[config.mk]
export PLATFORM = sky130hd
export DESIGN_NAME = id_ctrl_stage
export DESIGN_NICKNAME = d
export VERILOG_FILES = /design/src/rtl/ctrl_pkg.sv /design/src/rtl/ctrl_decode.sv /design/src/rtl/id_ctrl_stage.sv
export SDC_FILE = /design/constraint.sdc
export NUM_CORES = 1
export LEC_CHECK = 0
export BUFFER_PORTS_ARGS = -buffer_cell sky130_fd_sc_hd__buf_2
export CAP_MARGIN = 20
export CORE_MARGIN = 2
export CORE_UTILIZATION = 48
export CTS_CLUSTER_SIZE = 8
export DETAILED_ROUTE_END_ITERATION = 16
export PLACE_DENSITY = 0.85
export SLEW_MARGIN = 20
export SYNTH_ARGS = -nofsm -noshare
export SYNTH_HDL_FRONTEND = slang
export SYNTH_SLANG_ARGS = --single-unit
[constraint.sdc]
create_clock -name clk -period 2.8 [get_ports clk]
set_clock_uncertainty 0.1 [all_clocks]
set_input_delay 0.14 -clock clk [delete_from_list [all_inputs] [get_ports clk]]
set_output_delay 0.14 -clock clk [all_outputs]
set_load 0.01 [all_outputs]
[src/rtl/ctrl_pkg.sv]
// Shared control-bundle types, opcode constants and the bubble value for the
// RV32I instruction-decode stage.
package ctrl_pkg;

    localparam logic [6:0] OPC_LUI    = 7'b0110111;
    localparam logic [6:0] OPC_AUIPC  = 7'b0010111;
    localparam logic [6:0] OPC_JAL    = 7'b1101111;
    localparam logic [6:0] OPC_JALR   = 7'b1100111;
    localparam logic [6:0] OPC_BRANCH = 7'b1100011;
    localparam logic [6:0] OPC_LOAD   = 7'b0000011;
    localparam logic [6:0] OPC_STORE  = 7'b0100011;
    localparam logic [6:0] OPC_OPIMM  = 7'b0010011;
    localparam logic [6:0] OPC_OP     = 7'b0110011;

    typedef enum logic [2:0] {
        IMM_I    = 3'd1,
        IMM_S    = 3'd2,
        IMM_B    = 3'd3,
        IMM_U    = 3'd4,
        IMM_J    = 3'd5,
        IMM_NONE = 3'd7
    } imm_type_e;

    typedef enum logic [1:0] {
        ALU_MEM    = 2'b00,
        ALU_BRANCH = 2'b01,
        ALU_RTYPE  = 2'b10,
        ALU_ITYPE  = 2'b11
    } aluop_e;

    typedef enum logic [1:0] {
        RD_ALU = 2'b00,
        RD_MEM = 2'b01,
        RD_PC4 = 2'b10,
        RD_IMM = 2'b11
    } rd_src_e;

    localparam logic [1:0] ST_NONE = 2'b00;
    localparam logic [1:0] ST_SB   = 2'b01;
    localparam logic [1:0] ST_SH   = 2'b10;
    localparam logic [1:0] ST_SW   = 2'b11;

    localparam logic [2:0] LD_NONE = 3'b000;
    localparam logic [2:0] LD_LB   = 3'b001;
    localparam logic [2:0] LD_LH   = 3'b010;
    localparam logic [2:0] LD_LBU  = 3'b011;
    localparam logic [2:0] LD_LHU  = 3'b100;
    localparam logic [2:0] LD_LW   = 3'b101;

    typedef struct packed {
        imm_type_e  imm_type;
        logic       jump;
        logic       branch;
        logic       jalr;
        logic       mem_read;
        logic [3:0] mem_web;
        logic       alu_src;
        logic       reg_write;
        aluop_e     aluop;
        logic       mul_op;
        rd_src_e    rd_src;
        logic       pc_imm;
        logic       chip_sel;
        logic       branch_inv;
        logic [1:0] store;
        logic [2:0] load;
    } ctrl_t;

    localparam ctrl_t CTRL_BUBBLE = '{
        imm_type:   IMM_NONE,
        jump:       1'b0,
        branch:     1'b0,
        jalr:       1'b0,
        mem_read:   1'b0,
        mem_web:    4'b1111,
        alu_src:    1'b0,
        reg_write:  1'b0,
        aluop:      ALU_MEM,
        mul_op:     1'b0,
        rd_src:     RD_ALU,
        pc_imm:     1'b0,
        chip_sel:   1'b0,
        branch_inv: 1'b0,
        store:      ST_NONE,
        load:       LD_NONE
    };

endpackage

[src/rtl/ctrl_decode.sv]
// Combinational RV32I control decode: instruction -> {ctrl_t, illegal, uses_rs1, uses_rs2}.
// Define CTRL_MEXT_EN to accept the M-extension funct7 (0000001) on the OP opcode.
module ctrl_decode
    import ctrl_pkg::*;
(
    input  logic [31:0] inst,
    output ctrl_t       ctrl,
    output logic        illegal,
    output logic        uses_rs1,
    output logic        uses_rs2
);

    logic [6:0] opcode;
    logic [2:0] funct3;
    logic [6:0] funct7;
    logic       unused_ok;

    assign opcode    = inst[6:0];
    assign funct3    = inst[14:12];
    assign funct7    = inst[31:25];
    assign unused_ok = ^{inst[24:15], inst[11:7]};

    always_comb begin
        ctrl     = CTRL_BUBBLE;
        illegal  = 1'b0;
        uses_rs1 = 1'b0;
        uses_rs2 = 1'b0;
        case (opcode)
            OPC_LUI, OPC_AUIPC: begin
                ctrl.imm_type  = IMM_U;
                ctrl.alu_src   = 1'b1;
                ctrl.reg_write = 1'b1;
                ctrl.aluop     = ALU_RTYPE;
                ctrl.rd_src    = RD_IMM;
                ctrl.pc_imm    = (opcode == OPC_AUIPC);
            end
            OPC_JAL: begin
                ctrl.imm_type  = IMM_J;
                ctrl.jump      = 1'b1;
                ctrl.reg_write = 1'b1;
                ctrl.aluop     = ALU_RTYPE;
                ctrl.rd_src    = RD_PC4;
            end
            OPC_JALR: begin
                uses_rs1       = 1'b1;
                ctrl.imm_type  = IMM_I;
                ctrl.jalr      = 1'b1;
                ctrl.alu_src   = 1'b1;
                ctrl.reg_write = 1'b1;
                ctrl.rd_src    = RD_PC4;
                illegal        = (funct3 != 3'b000);
            end
            OPC_BRANCH: begin
                uses_rs1        = 1'b1;
                uses_rs2        = 1'b1;
                ctrl.imm_type   = IMM_B;
                ctrl.branch     = 1'b1;
                ctrl.aluop      = ALU_BRANCH;
                ctrl.branch_inv = (funct3 == 3'b000) || (funct3 == 3'b100) || (funct3 == 3'b110);
                illegal         = (funct3 == 3'b010) || (funct3 == 3'b011);
            end
            OPC_LOAD: begin
                uses_rs1       = 1'b1;
                ctrl.imm_type  = IMM_I;
                ctrl.mem_read  = 1'b1;
                ctrl.alu_src   = 1'b1;
                ctrl.reg_write = 1'b1;
                ctrl.rd_src    = RD_MEM;
                ctrl.chip_sel  = 1'b1;
                case (funct3)
                    3'b000:  ctrl.load = LD_LB;
                    3'b001:  ctrl.load = LD_LH;
                    3'b010:  ctrl.load = LD_LW;
                    3'b100:  ctrl.load = LD_LBU;
                    3'b101:  ctrl.load = LD_LHU;
                    default: illegal = 1'b1;
                endcase
            end
            OPC_STORE: begin
                uses_rs1      = 1'b1;
                uses_rs2      = 1'b1;
                ctrl.imm_type = IMM_S;
                ctrl.alu_src  = 1'b1;
                ctrl.chip_sel = 1'b1;
                // mem_web is active-low byte enables
                case (funct3)
                    3'b000: begin ctrl.store = ST_SB; ctrl.mem_web = 4'b1110; end
                    3'b001: begin ctrl.store = ST_SH; ctrl.mem_web = 4'b1100; end
                    3'b010: begin ctrl.store = ST_SW; ctrl.mem_web = 4'b0000; end
                    default: illegal = 1'b1;
                endcase
            end
            OPC_OPIMM: begin
                uses_rs1       = 1'b1;
                ctrl.imm_type  = IMM_I;
                ctrl.alu_src   = 1'b1;
                ctrl.reg_write = 1'b1;
                ctrl.aluop     = ALU_ITYPE;
            end
            OPC_OP: begin
                uses_rs1       = 1'b1;
                uses_rs2       = 1'b1;
                ctrl.reg_write = 1'b1;
                ctrl.aluop     = ALU_RTYPE;
                case (funct7)
                    7'b0000000: ;
                    7'b0100000: illegal = !((funct3 == 3'b000) || (funct3 == 3'b101));
`ifdef CTRL_MEXT_EN
                    7'b0000001: ctrl.mul_op = 1'b1;
`endif
                    default:    illegal = 1'b1;
                endcase
            end
            default: illegal = 1'b1;
        endcase
        if (illegal) begin
            ctrl = CTRL_BUBBLE;
        end
    end

endmodule

[src/rtl/id_ctrl_stage.sv]
// Registered ID/EX control stage: decode, valid/ready handshake, load-use hazard,
// flush and saturating illegal counter. CTRL_MEXT_EN enables M-extension decode.
module id_ctrl_stage
    import ctrl_pkg::*;
#(
    parameter int PC_W      = 32,
    parameter int ILL_CNT_W = 8
) (
    input  logic                 clk,
    input  logic                 rst,
    input  logic                 in_valid,
    output logic                 in_ready,
    input  logic [31:0]          in_inst,
    input  logic [PC_W-1:0]      in_pc,
    input  logic                 flush,
    input  logic                 ex_ready,
    output logic                 out_valid,
    output ctrl_t                out_ctrl,
    output logic [PC_W-1:0]      out_pc,
    output logic [4:0]           out_rs1,
    output logic [4:0]           out_rs2,
    output logic [4:0]           out_rd,
    output logic [2:0]           out_funct3,
    output logic                 out_illegal,
    output logic                 hazard_stall,
    output logic [ILL_CNT_W-1:0] ill_count
);

    ctrl_t dec_ctrl;
    logic  dec_illegal;
    logic  dec_uses_rs1;
    logic  dec_uses_rs2;
    logic  advance;
    logic  hazard;
    logic  rs_match;

    ctrl_decode u_decode (
        .inst     (in_inst),
        .ctrl     (dec_ctrl),
        .illegal  (dec_illegal),
        .uses_rs1 (dec_uses_rs1),
        .uses_rs2 (dec_uses_rs2)
    );

    assign advance  = !out_valid || ex_ready;
    assign rs_match = (dec_uses_rs1 && (in_inst[19:15] == out_rd)) ||
                      (dec_uses_rs2 && (in_inst[24:20] == out_rd));
    assign hazard   = out_valid && out_ctrl.mem_read && (out_rd != '0) && in_valid && rs_match;

    // Flush consumes and discards the incoming instruction even under a hazard.
    assign in_ready     = flush || (advance && !hazard);
    assign hazard_stall = hazard;

    always_ff @(posedge clk or posedge rst) begin
        if (rst) begin
            out_valid   <= 1'b0;
            out_ctrl    <= CTRL_BUBBLE;
            out_pc      <= '0;
            out_rs1     <= '0;
            out_rs2     <= '0;
            out_rd      <= '0;
            out_funct3  <= '0;
            out_illegal <= 1'b0;
            ill_count   <= '0;
        end else begin
            if (flush || (advance && !(in_valid && !hazard))) begin
                out_valid   <= 1'b0;
                out_ctrl    <= CTRL_BUBBLE;
                out_pc      <= '0;
                out_rs1     <= '0;
                out_rs2     <= '0;
                out_rd      <= '0;
                out_funct3  <= '0;
                out_illegal <= 1'b0;
            end else if (advance) begin
                out_valid   <= 1'b1;
                out_ctrl    <= dec_ctrl;
                out_pc      <= in_pc;
                out_rs1     <= in_inst[19:15];
                out_rs2     <= in_inst[24:20];
                out_rd      <= in_inst[11:7];
                out_funct3  <= in_inst[14:12];
                out_illegal <= dec_illegal;
            end
            if (in_valid && in_ready && !flush && dec_illegal && (ill_count != '1)) begin
                ill_count <= ill_count + 1'b1;
            end
        end
    end

endmodule

Yosys cells after proc, flatten, opt, wreduce, memory -nomap -nowiden --
Cells that the tools add are included.
Word-level totals: register bits after elaboration 86, latch bits 0, bits in writable memories 0, bits in read-only memories 0, logic and storage cells 128, memories 0
Cells by class: $add $sub $neg 1, multiply operators 0, divide/modulo/power cells 0, magnitude comparators 0, eq/ne operators 19, shifts and indexed selects 0, mux-type cells 41, bitwise logic cells 0, reductions and logical operators 43
Operators by type and width (count):
- $mux W26 | 3
- $mux W32 | 2
- $mux W5 | 6
- $pmux W3 S5 | 2
- $eq A7 B6 Y1 const B | 4
- $eq A7 B7 Y1 const B | 3
- $pmux W2 S3 | 3
- $mux W1 | 17
- $eq A7 B5 Y1 const B | 2
- $logic_and A1 B1 Y1 | 13
- $pmux W4 S3 | 1
- $reduce_or A6 Y1 | 2
- $eq A5 B5 Y1 | 2
- $eq A3 B3 Y1 const B | 3
- $mux W3 | 3
- $reduce_or A3 Y1 | 3
- $add A8 B1 Y8 const B | 1
- $logic_or A1 B1 Y1 | 8
- $ne A8 B8 Y1 const B | 1
- $reduce_or A4 Y1 | 2
- $eq A7 B2 Y1 const B | 1
- $logic_not A7 Y1 | 1
- $reduce_or A7 Y1 | 1
- $eq A3 B2 Y1 const B | 2
- other kinds (12) | 18

Logic depth before layout (Yosys ltp) --
Gate-level depths: netlist (run 1).
depth in word-level cells 13, mapped depth 9, depth with buffers taken out 8

Modules after synthesis --
Synthesis (run 1) repeated with hierarchy kept, for this count alone.
Unflattened totals: cells, all modules 330, area total of the unflattened synthesis 3940.0 µm²
By module, submodules not included:
- id_ctrl_stage | instances 1, cells each 237, area an instance 3339.5 µm², sequential area each 2160.8 µm²
- ctrl_decode | instances 1, cells each 93, area an instance 600.6 µm², sequential area each 0.0 µm²

Least setup slack after synthesis (run 1) --
OpenSTA, ideal clock, no wires.
kind input to register, from input port in_inst[3], to register ill_count[1], setup time 125 ps, arrival 1924 ps, data required time 2575 ps, slack 651 ps, stages 8, buffers on the path 1, cell sequence buf_6 -> nand3b_1 -> or4_1 -> nor2_1 -> or4_4 -> nand3b_2 -> a31oi_1 -> mux2_2
On the way: word-level cells in the longest chain between the ends 13, elaborated cells between the ends (all ways) 26, those cells by class eq/ne: 9; mux: 3; reduce/logical: 14
Ends and longest elaborated chain:
- start, declared | RTL line id_ctrl_stage.sv:13 | input logic [31:0] in_inst,
- $eq A7 B7 Y1 (tied with other cells) | RTL line ctrl_decode.sv:28 | case (opcode)
- $reduce_or A6 Y1 (no source line) / $reduce_or A3 Y1 (equally long branches)
- $mux W1 | RTL line ctrl_decode.sv:28
- $logic_and A1 B1 Y1, on equally long branches | RTL line id_ctrl_stage.sv:46, id_ctrl_stage.sv:47
- $logic_or A1 B1 Y1 | RTL line id_ctrl_stage.sv:46 | assign rs_match = (dec_uses_rs1 && (in_inst[19:15] == out_rd)) ||
- $logic_and A1 B1 Y1 | RTL line id_ctrl_stage.sv:48 | assign hazard = out_valid && out_ctrl.mem_read && (out_rd != '0) && in_valid && rs_match;
- $logic_not A1 Y1 | RTL line id_ctrl_stage.sv:51 | assign in_ready = flush || (advance && !hazard);
- $logic_and A1 B1 Y1 | RTL line id_ctrl_stage.sv:51
- $logic_or A1 B1 Y1 | RTL line id_ctrl_stage.sv:51
- $logic_and A1 B1 Y1 (2 in series) | RTL line id_ctrl_stage.sv:85 | if (in_valid && in_ready && !flush && dec_illegal && (ill_count != '1)) begin
- $logic_and A1 B1 Y1 * (2 in series) | RTL line id_ctrl_stage.sv:85
- end signal, assigned | RTL line id_ctrl_stage.sv:86 | ill_count <= ill_count + 1'b1;
- end, declared | RTL line id_ctrl_stage.sv:26 | output logic [ILL_CNT_W-1:0] ill_count
Every way passes the cells marked *; elsewhere a longest branch is shown, timed or not. A chain may end at the register's enable or synchronous reset.

Final worst setup path (run 1) --
from register out_rd[4], to output port hazard_stall
On the way: word-level cells in the longest chain between the ends 4, elaborated cells between the ends (all ways) 9, those cells by class eq/ne: 2; reduce/logical: 7
Ends and longest elaborated chain:
- start, declared | RTL line id_ctrl_stage.sv:22 | output logic [4:0] out_rd,
- start signal, assigned | RTL line id_ctrl_stage.sv:81 | out_rd <= in_inst[11:7];
- $eq A5 B5 Y1 (tied with other cells) | RTL line id_ctrl_stage.sv:46
- $logic_and A1 B1 Y1, on equally long branches | RTL line id_ctrl_stage.sv:46, id_ctrl_stage.sv:47, id_ctrl_stage.sv:48
- $logic_or A1 B1 Y1 / $logic_and A1 B1 Y1 (equally long branches) | RTL line id_ctrl_stage.sv:46, id_ctrl_stage.sv:48
- $logic_and A1 B1 Y1 * | RTL line id_ctrl_stage.sv:48
- end, declared | RTL line id_ctrl_stage.sv:25 | output logic hazard_stall,
Marked as above.

==> reports/summary.txt, run 1 <==
Status -> completed
N_diodes -> 0
Seq/Total Area, Yosys -> 57.4%
Hold/Removal Path Class -> in2reg
GR Overflow Total -> 0
Largest fanout on the critical path -> 5
Fin crit share -> 83.0%
Initial antenna violation count -> 0
Number of global-route vias before repair -> 3436
Post-CTS setup buffer count -> 0
Clk buf depth -> 2
Routed vias -> 3501
Worst skew pair latency -> 0.34 ns
Tot GR Track Use -> 25.9%
YS warnings -> 0
Max H-tree Level -> 3
Area contributors post-synth -> dfrtp_1 53%, a22o_1 13%, dfstp_2 4.3%
Initial drt markers -> 197
Cell Pwr Density -> 505 nW/µm²
Largest net degree at the start of global routing -> 85
Die area -> 8370 µm²
Worst r2r src -> out_rd[4]
Setup crit start kind -> register
Initial DRT Pass Iterations -> 5
CTS buffer count -> 9
Min Clock Period, post-route -> 2.32 ns
Final count of pins violating max slew -> 0
CP endpoint kind -> output pin
DP HPWL -> 6.92 mm
RSZ-0062 raised after global routing -> no
Clk root buf -> clkbuf_8
Clk slew on worst S/H paths -> 0.08 ns
Area Overhead vs Synth -> 43.0%
CTS resizes -> 0
Flop2flop setup slack -> 0.48 ns
Data required, critical path -> 2.56 ns
Initial core utilization -> 50.1%
Io pins -> 157
CTS tree -> built
PortBufs -> 155
Area leader, netlist -> dfrtp_1
Die X -> 91.5 µm
Most frequent cells in the layout -> 155 x buf_2, 78 x dfrtp_1, 55 x a22o_1
Top cell type's share of synthesized area -> 53.1%
Setup TNS -> 0 ns
Most used DFF post-synth -> dfrtp_1
Gp weighted congestion -> 0.952
Static Leak -> 2.71 nW
Tightest Pin Transition -> 0.626 ns
Wire per inst -> 17.1 µm
Site Rows -> 31
Die H -> 91.5 µm
Routed Wire Length -> 10.7 mm
Final core utilization -> 71.7%
First-pass GRT wire length -> 17.3 mm
Worst hold path depth -> 2
Hold WS -> 0.0384 ns
Cells on worst reg2reg path -> 8
Fillcell total -> 517
Syn_area_per_cell -> 11.4 µm²
Netlist cell types -> 43
Mapped Nets -> 391
Commonest non-fill, non-tap cell in the layout -> buf_2
Via-to-Cell Ratio -> 5.63
Async SR Flop Fraction -> 100%
Fraction of layout cells with a size suffix above 1 -> 36.1%
Post-CTS Hold Buffers -> 50
WHS Endpoint -> out_ctrl[3]
Relative slew slack -> 57.9%
Core Box Area -> 7330 µm²
MaxCap Viol Count -> 0
Number of flops mapped to enable cells by yosys -> 0
Hold path start -> in_inst[14]
CTS sink cnt -> 84
Remaining antenna violation count -> 0
# nets final -> 589
Max IR drop VDD -> 0.237 mV
Final hold vios -> 0
R2R Path End -> out_pc[9]
Residual DRC count -> 0
Synth Instances -> 321
Setup violations, final -> 0
Post-Syn Area -> 3670 µm²
Power Total -> 2.65 mW
CP Data Arrival Time -> 2.08 ns
Critical path type -> reg2out
Max Freq -> 430 MHz
Seq cells post-synth -> 84
[how the worst max path moves through the flow]
stage                     startpoint            to  slack [ns]  cells after the start
after floorplan                  rst  ill_count[0]        0.40                      1
after global placement    in_inst[3]  ill_count[1]        0.48                      8
after detailed placement  in_inst[3]  ill_count[1]        0.44                      8
after CTS                  out_rd[4]  hazard_stall        0.46                      6
after global routing       out_rd[0]     out_pc[9]        0.35                      8
final                      out_rd[4]  hazard_stall        0.48                      6
[cell type report]
| cell class | instances | area (µm²) | share of cell area [%] |
|---|---|---|---|
| clock buffer | 11 | 131 | 2.50 |
| clock inverter | 4 | 51.3 | 0.976 |
| inverter | 3 | 12.5 | 0.238 |
| multi-input combinational | 210 | 1460 | 27.7 |
| sequential | 84 | 2110 | 40.1 |
| tap | 99 | 124 | 2.36 |
| timing repair buffer | 211 | 1370 | 26.1 |
[through the flow]
stage	instances	setup WS, ns	cell area [µm²]
after global placement	557	0.485	4570
final	622	0.476	5260
after CTS	622	0.464	5260
after detailed placement	557	0.444	4570
after global routing	622	0.349	5260
after floorplan	321	0.405	3670
[critical path: stages (launching register included)]
cell and delay, ns:
dfrtp_1 0.45, xor2_1 0.20, nor4_1 0.33, nand4_1 0.16, a21o_1 0.23, inv_1 0.18
buf_2 0.19
[synthesized netlist by cell type (2+ instances only)]
library cell  instances
dfrtp_1              78
nand3b_1              3
nor3_1                5
a21o_1                4
inv_1                 3
nand2b_1              6
a21oi_1              11
xor2_1               14
buf_2                 4
buf_4                 3
nand4_1               6
nand3_1               5
a211oi_1              2
a22o_1               55
o21ai_0               9
xnor2_1               3
clkbuf_1             16
dfstp_2               6
a32o_1                5
mux2_2                2
a31oi_1               4
nor2_1               23
nand2_1              22
nor2b_1               2
o31ai_1               5
and3b_1               2
o21ai_1               3
nor4_1                5
[per-layer routing]
layer	part of all wire [%]	up-vias	GRT usage [%]	routed length, µm
li1	-	1587	-	-
met3	6.3	30	5.31	667
met2	49	160	42.7	5270
met4	3.2	0	11.1	339
met5	0	-	0	0
met1	41	1724	33.2	4380
[state kept, by name (all words and copies together) (netlist names)]
| signal | cells |
|---|---|
| ill_count | 8 |
| out_funct3 | 3 |
| out_rs2 | 5 |
| out_illegal | 1 |
| out_valid | 1 |
| out_rs1 | 5 |
| out_ctrl | 24 |
| out_pc | 32 |
| out_rd | 5 |
[cell families after synthesis]
group | synth area share, %
flops | 57.4
other cells | 0.102
simple gates | 12.2
compound gates | 21.9
mux | 0.613
xor+xnor | 4.05
fa+ha+maj | 0.340
buf+inv | 3.40
[where the power goes]
group          switching, mW  total (mW)  internal, mW
Sequential            0.0706        1.36          1.28
Clock                  0.421       0.830         0.409
Combinational          0.243       0.466         0.223
Total                  0.735        2.65          1.92
Note: power is estimated with default switching activity, not from simulation.
==> run 2: changes to the inputs <==
Clock period 2.8 ns to 2.3 ns, I/O delays scaled along.
==> run 2 against run 1 <==
Net effect:
- the flow now finishes with violations (negative setup slack)
- die area unchanged
- critical endpoint is now out_valid
- clock power grew 41%
- wire length grew 15%
- via count is 7.9% higher
- non-clock buffer count is 22 higher
- critical path depth grew 3
- power is 30% higher
- utilization rose by 3.9 points
- highest routed layer unchanged
- sequential power increased by 22%
- register-to-register slack worse by 0.52 ns
- count of clock-buffer cells in the layout up 1
- first-iteration DRC count rose by 41%
==> reports/summary.txt, run 2 (synthesis gave the netlist of run 1 again) <==
Relative slew slack -> 56.4% (-1.5 points)
Crit path cell chain -> buf_4, xor2_2, nor3_1, nand3_1, o21ai_2, nand2_1, a21oi_2, nor2_1, dlygate4sd3_1
Max Freq -> 426 MHz
Final hold vios -> 0 (unchanged)
Die X -> 91.5 µm (unchanged)
Clk slew on worst S/H paths -> 0.09 ns (about the same)
Clk network pwr share -> 34.0% (+2.7 points)
Cell Pwr Density -> 621 nW/µm² (+23%)
Number of global-route vias before repair -> 3651 (+6.3%)
Site Rows -> 31 (unchanged)
Setup ws final -> -0.0457 ns (-0.522 ns)
Static Leak -> 2.84 nW (+4.9%)
Most frequent cells in the layout -> 152 x buf_2, 75 x dfrtp_1, 55 x a22o_1
N_diodes -> 0 (unchanged)
Violated checks -> negative setup slack
Initial drt markers -> 278 (+41%)
MaxCap Viol Count -> 0 (unchanged)
Internal power contribution -> 2.50 mW (+30%)
Initial antenna violation count -> 0 (unchanged)
GR Overflow Total -> 0 (unchanged)
Gp weighted congestion -> 0.997 (+4.7%)
CTS sink cnt -> 84 (unchanged)
Tightest Pin Transition -> 0.648 ns (+0.0224 ns)
Min Clock Period, post-route -> 2.35 ns
Area Overhead vs Synth -> 50.9%
Fin crit share -> 102%
CP endpoint kind -> register
RSZ-0062 raised after global routing -> yes
DP HPWL -> 7.21 mm (+4.3%)
Wire per inst -> 19.0 µm (+11%)
Largest registers -> out_pc: 32 flops, out_ctrl: 24 flops, ill_count: 8 flops
Setup violations, final -> 15 (+15)
Max FFs per register -> 32 (unchanged)
First-pass GRT wire length -> 18.5 mm (+7.3%)
CTS tree -> built
Initial DRT Pass Iterations -> 5 (unchanged)
Max H-tree Level -> 3 (unchanged)
Core Box Area -> 7330 µm² (unchanged)
CTS buffer count -> 9 (unchanged)
CP max stage delay -> 0.56 ns (+0.11 ns)
Power Total -> 3.45 mW (+30%)
Critical path type -> reg2reg
Worst skew pair latency -> 0.35 ns (about the same)
PortBufs -> 155 (unchanged)
Hold WS -> 0.0601 ns (+0.0217 ns)
# nets final -> 613 (+4.1%)
Switch share -> 27.5% (-0.21 points)
Initial core utilization -> 50.1% (unchanged)
Tot GR Track Use -> 28.3% (+2.4 points)
Via-to-Cell Ratio -> 5.84 (+3.7%)
Residual DRC count -> 0 (unchanged)
Routed vias -> 3778 (+7.9%)
Io pins -> 157 (unchanged)
CP Data Arrival Time -> 2.47 ns (+0.39 ns)
Setup crit start kind -> register
Status -> finished with violations
Fillcell total -> 480 (-7.2%)
Clk buf depth -> 2 (unchanged)
Die H -> 91.5 µm (unchanged)
Largest fanout on the critical path -> 4 (-1)
Largest net degree at the start of global routing -> 40 (-53%)
Remaining antenna violation count -> 0 (unchanged)
Commonest non-fill, non-tap cell in the layout -> buf_2
Largest Register -> out_pc
Logic pwr share -> 18.0% (+0.4 points)
Hold/Removal Path Class -> in2reg
Final count of pins violating max slew -> 0 (unchanged)
Seq pwr share -> 48.1% (-3.0 points)
Routed Wire Length -> 12.3 mm (+15%)
Switch Pwr -> 0.948 mW (+29%)
Fraction of layout cells with a size suffix above 1 -> 41.8% (+5.7 points)
Crit-path slowest cell -> dlygate4sd3_1
Max IR drop VDD -> 0.332 mV (+40%)
Die area -> 8370 µm² (unchanged)
Clk root buf -> clkbuf_8
Data required, critical path -> 2.43 ns (-0.13 ns)
-- run 2: critical path, delay by kind of cell (launching register included) --
family | cells | cell delay, ns
xor+xnor | 1 | 0.17
flops | 1 | 0.41
buf+inv | 2 | 0.73
compound gates | 2 | 0.30
simple gates | 4 | 0.50
-- run 2: path summary, 6_finish.rpt --
path | start | end | slack (ns) | cells after the start
max in group asynchronous | rst | out_pc[21] | 1.19 | 4
max reg2reg | out_rd[0] | out_valid | -0.05 | 9
min reg2reg | out_illegal | out_illegal | 0.38 | 2
min | in_inst[12] | out_ctrl[1] | 0.06 | 4
max | out_rd[0] | out_valid | -0.05 | 9
min in group asynchronous | rst | ill_count[5] | 0.26 | 3
-- run 2: power groups by stage --
stage	clock, mW	combinational (mW)	sequential [mW]
floorplan	0	0.233	1.71
global placement	0	0.491	1.67
detailed placement	0	0.509	1.68
CTS	1.17	0.586	1.65
global route	1.26	0.672	1.67
finish	1.17	0.619	1.66
-- run 2: timing repair --
| item | CTS | global route |
|---|---|---|
| hold endpoints to repair | 71 | 0 |
| hold buffers | 51 | 0 |
| cloned | 1 | 1 |
| gates resized for setup | 4 | 22 |
| pin swaps | 2 | 17 |
| buffers inserted | 1 | 6 |
| setup endpoints to repair | 66 | 72 |
-- run 2: metal layers --
layer | GRT usage, % | wire (µm) | share of wire (%)
met1 | 36.4 | 4790 | 39
met2 | 47.9 | 6170 | 50
met3 | 4.48 | 915 | 7.5
met4 | 11.4 | 398 | 3.2
met5 | 0 | 0 | 0
-- run 2: final cells by class --
cell class                 count  area [µm²]  area share, %
timing repair buffer         233        1530           27.6
inverter                       3        15.0          0.271
clock buffer                  12         145           2.62
multi-input combinational    212        1540           27.8
clock inverter                 4        72.6           1.31
tap                           99         124           2.23
sequential                    84        2110           38.1
-- run 2: stage by stage --
stage / util [%] / cells / setup TNS [ns] / setup WS, ns / instance area [µm²]
floorplan: - / 321 / 0 / 0.176 / 3680
global placement: 63.4 / 572 / 0 / 0.00584 / 4650
detailed placement: 63.4 / 572 / -1.32 / -0.0544 / 4650
CTS: 73.7 / 641 / -0.0440 / -0.0440 / 5400
global route: 75.6 / 647 / -2.61 / -0.213 / 5540
finish: 75.6 / 647 / -0.454 / -0.0457 / 5540
